<file path="config.mk">
export PLATFORM = sky130hd
export DESIGN_NAME = weight_stream_loader
export DESIGN_NICKNAME = d
export VERILOG_FILES = /design/src/rtl/weight_stream_loader_pkg.sv /design/src/rtl/weight_ram_sp.sv /design/src/rtl/weight_stream_loader.sv
export SDC_FILE = /design/constraint.sdc
export NUM_CORES = 2
export LEC_CHECK = 0
export BUFFER_PORTS_ARGS = -buffer_cell sky130_fd_sc_hd__buf_2
export CAP_MARGIN = 20
export CORE_MARGIN = 4
export CORE_UTILIZATION = 64
export CTS_CLUSTER_SIZE = 16
export DETAILED_ROUTE_END_ITERATION = 6
export PLACE_DENSITY = 0.8
export SLEW_MARGIN = 40
export SYNTH_ARGS = -nofsm -noshare
export SYNTH_HDL_FRONTEND = slang
export SYNTH_MEMORY_MAX_BITS = 65536
export SYNTH_SLANG_ARGS = --single-unit
</file>
<file path="constraint.sdc">
create_clock -name ap_clk -period 4.1 [get_ports ap_clk]
set_clock_uncertainty 0.15 [all_clocks]
set_input_delay 0.205 -clock ap_clk [delete_from_list [all_inputs] [get_ports ap_clk]]
set_output_delay 0.205 -clock ap_clk [all_outputs]
set_load 0.02 [all_outputs]
</file>
<file path="src/rtl/weight_stream_loader_pkg.sv">
// Shared defaults for the coefficient stream loader and its RAM.
// Includes the helper that derives the address width from the memory depth.
package weight_stream_loader_pkg;

    localparam int COEFF_WIDTH_DEF = 16;
    localparam int MEM_SIZE_DEF    = 288;

    // Address width for a memory of the given depth, never narrower than one bit
    function automatic int addr_width(input int depth);
        int w;
        w = $clog2(depth);
        return (w < 1) ? 1 : w;
    endfunction

endpackage

</file>
<file path="src/rtl/weight_ram_sp.sv">
// Simple dual-port coefficient RAM with one write port and one registered read port.
// It has no reset, so it can be inferred as block RAM.
module weight_ram_sp
    import weight_stream_loader_pkg::*;
#(
    parameter int DATA_WIDTH = COEFF_WIDTH_DEF,
    parameter int DEPTH      = MEM_SIZE_DEF,
    parameter int ADDR_WIDTH = addr_width(DEPTH)
) (
    input  logic                  clk,
    input  logic                  we,
    input  logic [ADDR_WIDTH-1:0] waddr,
    input  logic [DATA_WIDTH-1:0] wdata,
    input  logic                  re,
    input  logic [ADDR_WIDTH-1:0] raddr,
    output logic [DATA_WIDTH-1:0] q
);

    logic [DATA_WIDTH-1:0] mem_r [0:DEPTH-1];

    // Write port: callers guarantee waddr < DEPTH whenever we=1
    always_ff @(posedge clk) begin
        if (we) begin
            mem_r[waddr] <= wdata;
        end else begin
            mem_r[waddr] <= mem_r[waddr];
        end
    end

    // Registered read port: q holds its value while re=0
    always_ff @(posedge clk) begin
        if (re) begin
            q <= mem_r[raddr];
        end else begin
            q <= q;
        end
    end

endmodule

</file>
<file path="src/rtl/weight_stream_loader.sv">
// Loads MEM_SIZE coefficients from an ap_fifo stream into local RAM.
// Once loaded, the RAM is exposed as a 1-cycle-latency addr/ce/q read port.
module weight_stream_loader
    import weight_stream_loader_pkg::*;
#(
    parameter int COEFF_WIDTH = COEFF_WIDTH_DEF,
    parameter int MEM_SIZE    = MEM_SIZE_DEF,
    parameter int ADDR_WIDTH  = addr_width(MEM_SIZE)
) (
    input  logic                   ap_clk,
    input  logic                   ap_rst,
    input  logic [COEFF_WIDTH-1:0] input_V_dout,
    input  logic                   input_V_empty_n,
    output logic                   input_V_read,
    input  logic                   reload,
    output logic                   loaded,
    output logic                   load_done,
    input  logic [ADDR_WIDTH-1:0]  rd_addr,
    input  logic                   rd_ce,
    output logic [COEFF_WIDTH-1:0] rd_q
);

    typedef enum logic {
        ST_LOAD  = 1'b0,
        ST_READY = 1'b1
    } state_t;

    localparam logic [ADDR_WIDTH-1:0] LAST_ADDR    = ADDR_WIDTH'(MEM_SIZE - 1);
    localparam logic [ADDR_WIDTH:0]   MEM_SIZE_EXT = (ADDR_WIDTH + 1)'(MEM_SIZE);

    state_t                 state_r;
    state_t                 next_state_s;
    logic [ADDR_WIDTH-1:0]  wr_cnt_r;
    logic                   loaded_r;
    logic                   load_done_r;
    logic                   rd_valid_r;
    logic                   rd_in_range_s;
    logic                   pop_s;
    logic                   last_pop_s;
    logic [COEFF_WIDTH-1:0] ram_q_s;

    assign rd_in_range_s = ({1'b0, rd_addr} < MEM_SIZE_EXT);
    assign last_pop_s    = pop_s && (wr_cnt_r == LAST_ADDR);

    // Next state and stream pop; reload overrides completion of the final word
    always_comb begin
        next_state_s = state_r;
        pop_s        = 1'b0;
        case (state_r)
            ST_LOAD: begin
                pop_s = input_V_empty_n;
                if (reload) begin
                    next_state_s = ST_LOAD;
                end else if (last_pop_s) begin
                    next_state_s = ST_READY;
                end else begin
                    next_state_s = ST_LOAD;
                end
            end
            ST_READY: begin
                if (reload) begin
                    next_state_s = ST_LOAD;
                end else begin
                    next_state_s = ST_READY;
                end
            end
            default: begin
                next_state_s = ST_LOAD;
                pop_s        = 1'b0;
            end
        endcase
    end

    // State register, write counter and load status flags
    always_ff @(posedge ap_clk) begin
        if (ap_rst) begin
            state_r     <= ST_LOAD;
            wr_cnt_r    <= {ADDR_WIDTH{1'b0}};
            loaded_r    <= 1'b0;
            load_done_r <= 1'b0;
        end else begin
            state_r     <= next_state_s;
            load_done_r <= 1'b0;
            case (state_r)
                ST_LOAD: begin
                    if (reload) begin
                        wr_cnt_r <= {ADDR_WIDTH{1'b0}};
                    end else if (last_pop_s) begin
                        wr_cnt_r    <= {ADDR_WIDTH{1'b0}};
                        loaded_r    <= 1'b1;
                        load_done_r <= 1'b1;
                    end else if (pop_s) begin
                        wr_cnt_r <= wr_cnt_r + ADDR_WIDTH'(1);
                    end else begin
                        wr_cnt_r <= wr_cnt_r;
                    end
                end
                ST_READY: begin
                    if (reload) begin
                        wr_cnt_r <= {ADDR_WIDTH{1'b0}};
                        loaded_r <= 1'b0;
                    end else begin
                        wr_cnt_r <= wr_cnt_r;
                    end
                end
                default: begin
                    wr_cnt_r <= {ADDR_WIDTH{1'b0}};
                    loaded_r <= 1'b0;
                end
            endcase
        end
    end

    // Read gate: loaded is sampled on the same edge as the address
    always_ff @(posedge ap_clk) begin
        if (ap_rst) begin
            rd_valid_r <= 1'b0;
        end else if (rd_ce) begin
            rd_valid_r <= loaded_r && rd_in_range_s;
        end else begin
            rd_valid_r <= rd_valid_r;
        end
    end

    weight_ram_sp #(
        .DATA_WIDTH (COEFF_WIDTH),
        .DEPTH      (MEM_SIZE),
        .ADDR_WIDTH (ADDR_WIDTH)
    ) u_ram (
        .clk   (ap_clk),
        .we    (pop_s),
        .waddr (wr_cnt_r),
        .wdata (input_V_dout),
        .re    (rd_ce && rd_in_range_s),
        .raddr (rd_addr),
        .q     (ram_q_s)
    );

    assign input_V_read = pop_s;
    assign loaded       = loaded_r;
    assign load_done    = load_done_r;
    assign rd_q         = rd_valid_r ? ram_q_s : {COEFF_WIDTH{1'b0}};

endmodule

</file>
==> results.md <==
- Adder-cell share of the synthesized area: 0.0281%
- Width of the die: 535 um
- Syn avg cell area: 22.8 sq um
- Nets@finish: 8630
- Worst EP required: 4.64 ns
- Htree depth: 5
- Tightest Pin Transition: 1.01 ns
- Synth Area in Compound Gates: 2.16%
- FMAX: 262 MHz
- Final hold violation count: 0
- Peak VDD IR: 0.622 mV
- Worst hold path type: primary input to register
- Seq. cell area: 0.139 sq mm
- Setup Fix Bufs, Post-CTS: 0
- Layout cell share with drive strength beyond 1: 29.4%
- Vias in the first global route: 96700
- Initial antenna violation count: 54
- Total CTS buffers: 432
- Pins over their slew limit: 0
- Number of synthesis warnings: 0
- # IOs: 49
- Fillers: 14000
- Worst Hold Margin: 0.0126 ns
- Synth unique cells: 71
- Synthesized area: 0.178 sq mm
- Reg clk slew, reported paths: 0.07 ns
- Min Tclk post-route: 3.82 ns
- Initial Util: 64.3%
- Multi-input logic area: 0.0365 sq mm
- Slew headroom: 32.2%
- Sink Count: 4637
- Clk_lat worst skew: 1.02 ns
- Largest net degree at the start of global routing: 131
- Vias per inst: 7.74
- Leakage: 63.7 nW
- Main combinational cell family by area after synthesis: multiplexers
- Max-cap viol count: 0
- Worst r2r src: state_r
- First-pass GRT wire length: 762000 um
- Post-DP HPWL: 292000 um
- Main flop type after synthesis: edfxtp_1
- Layout area overhead: 13.2%
- Die area: 0.287 sq mm
- GRT Total Usage: 38.3%
- 1st-iter DRT viols: 19600
- Post-synthesis sequential area ratio: 78.1%
- CP Data Arrival Time: 4.36 ns
- Core region area: 0.277 sq mm
- Syn Inst Count: 7820
- Row Count: 193
- Crit path kind: register to register
- Post-synth ARST share: 0%
- Hold path endpoint: u_ram.mem_r[236][11]
- Commonest non-fill, non-tap cell in the layout: edfxtp_1
- WL per Instance: 43.3 um
- Outcome: finished, violations left
- Xor/xnor share of the synthesized area: 0.0295%
- Setup violators final: 0
- Failing checks: DRC
- EDFF count, synth: 4624
- Hold Crit Start: input_V_dout[11]
- Hold Path Depth: 2
- ANT nets after route: 0
- Crit share post-route: 93.1%
- RSZ-0062 raised after global routing: false
- CTS tree: built
- Mux cell area share after synthesis: 16.2%
- Root Driver: clkbuf_16
- Commonest cells after routing, fill and taps aside: 4624 x edfxtp_1, 1159 x mux4_2, 646 x buf_4
- Place WS: 0.139 ns
- Global placement routability congestion: 0.950
- Pwr dens: 487 mW/mm^2
- Worst Reg-to-Reg Cells: 5
- Critical R2R Capture: u_ram.mem_r[213][10]
- DRC: 4
- Die Y-Extent: 535 um
- TritonRoute pass-1 iters: 7
- CP Capture Type: register
- Crit start category: register
- Simple-Gate Fraction of Synth Area: 2.00%
- Worst-path fanout max: 11
- Grt ovf: 0
- DR vias: 98300
- # port buffers: 48
- Max Buffers Root-to-Sink: 4
- PnR worst setup slack: 0.281 ns
- R2R Setup Slk: 0.28 ns
- Post-synthesis register bit count: 4637
- Syn nets: 7854
- DRT Wirelength: 550000 um
-- state kept, by name, summed over array words and instances, names as in the netlist --
name         count
wr_cnt_r         9
rd_valid_r       1
state_r          1
u_ram.q         16
load_done        1
u_ram.mem_r   4608
loaded           1
-- power by group --
group | internal, mW | leakage [nW] | switching [mW] | total, mW
sequential | 52.1 | 41.7 | 0.0200 | 52.1
clock | 22.3 | 6.83 | 18.6 | 40.9
combinational | 1.72 | 15.2 | 3.31 | 5.03
-- synthesized netlist by cell type, drive strengths merged, types with 24 or more instances --
| cell | number | area (sq um) |
|---|---|---|
| a22oi | 176 | 1320 |
| o22ai | 55 | 344 |
| buf | 278 | 1950 |
| mux2 | 27 | 304 |
| nor2 | 349 | 1310 |
| o21ai | 53 | 265 |
| a21oi | 58 | 290 |
| edfxtp | 4624 | 139000 |
| nand3 | 49 | 245 |
| nand2 | 97 | 364 |
| mux4 | 1159 | 26100 |
| clkbuf | 175 | 657 |
| a221oi | 25 | 219 |
| nand4 | 24 | 150 |
| mux2i | 237 | 2370 |
| nor3 | 68 | 340 |
| nor2b | 30 | 188 |
| and2 | 26 | 163 |
| o221ai | 31 | 278 |
| o211ai | 37 | 278 |
-- stage by stage --
stage / std cells / cell area (sq um) / setup TNS (ns) / power, mW / util [%]
4_1_cts: 12700 / 201000 / 0 / 97.4 / 72.7
6_report: 12700 / 202000 / 0 / 98.1 / 72.8
3_3_place_gp: 11800 / 187000 / -0.449 / 57.6 / 67.5
3_5_place_dp: 11800 / 187000 / 0 / 57.8 / 67.5
2_1_floorplan: 7820 / 178000 / 0 / 55.5 / -
5_1_grt: 12700 / 201000 / 0 / 100 / 72.8
-- layer usage --
layer	up-vias	routed length, um	global-route usage (%)
met2	11500	254000	57.9
met4	48	47800	24.2
met3	2592	85400	12.8
met1	49300	162000	48.4
met5	-	430	0.266
li1	34900	-	-
-- area by class of cell --
class / instances / share of cell area [%]
Antenna cell: 37 / 0.0459
Clock buffer: 510 / 5.56
Clock inverter: 286 / 1.42
Inverter: 7 / 0.0130
Multi-Input combinational cell: 2723 / 18.1
Sequential cell: 4637 / 69.0
Tap cell: 3705 / 2.30
Timing Repair Buffer: 795 / 3.55
-- worst max path at each step --
stage	from	end	slack, ns
final	state_r	u_ram.mem_r[213][10]	0.28
after global routing	state_r	u_ram.mem_r[213][10]	0.38
after CTS	state_r	u_ram.mem_r[213][10]	0.47
after detailed placement	rd_addr[0]	u_ram.q[13]	0.14
after global placement	rd_addr[1]	u_ram.q[9]	-0.45
after floorplan	rd_addr[0]	u_ram.q[0]	1.40
-- what timing repair did --
item	in CTS	in global routing
hold endpoints to repair	2841	0
hold buffers	23	0
resized for setup	0	0
-- kinds of logic after synthesis --
group           after synthesis
xor+xnor                      6
compound gates              536
buf+inv                     460
flops                      4637
simple gates                754
mux                        1423
fa+ha+maj                     4
-- critical path, cell delays in order, from the launching register on --
cell and delay (ns):
dfxtp_1 0.37, nand2b_1 0.36, nor3b_2 0.60, nand2_2 0.75, nor2_1 0.89, buf_4 0.37
(Power assumes the default switching activity.)
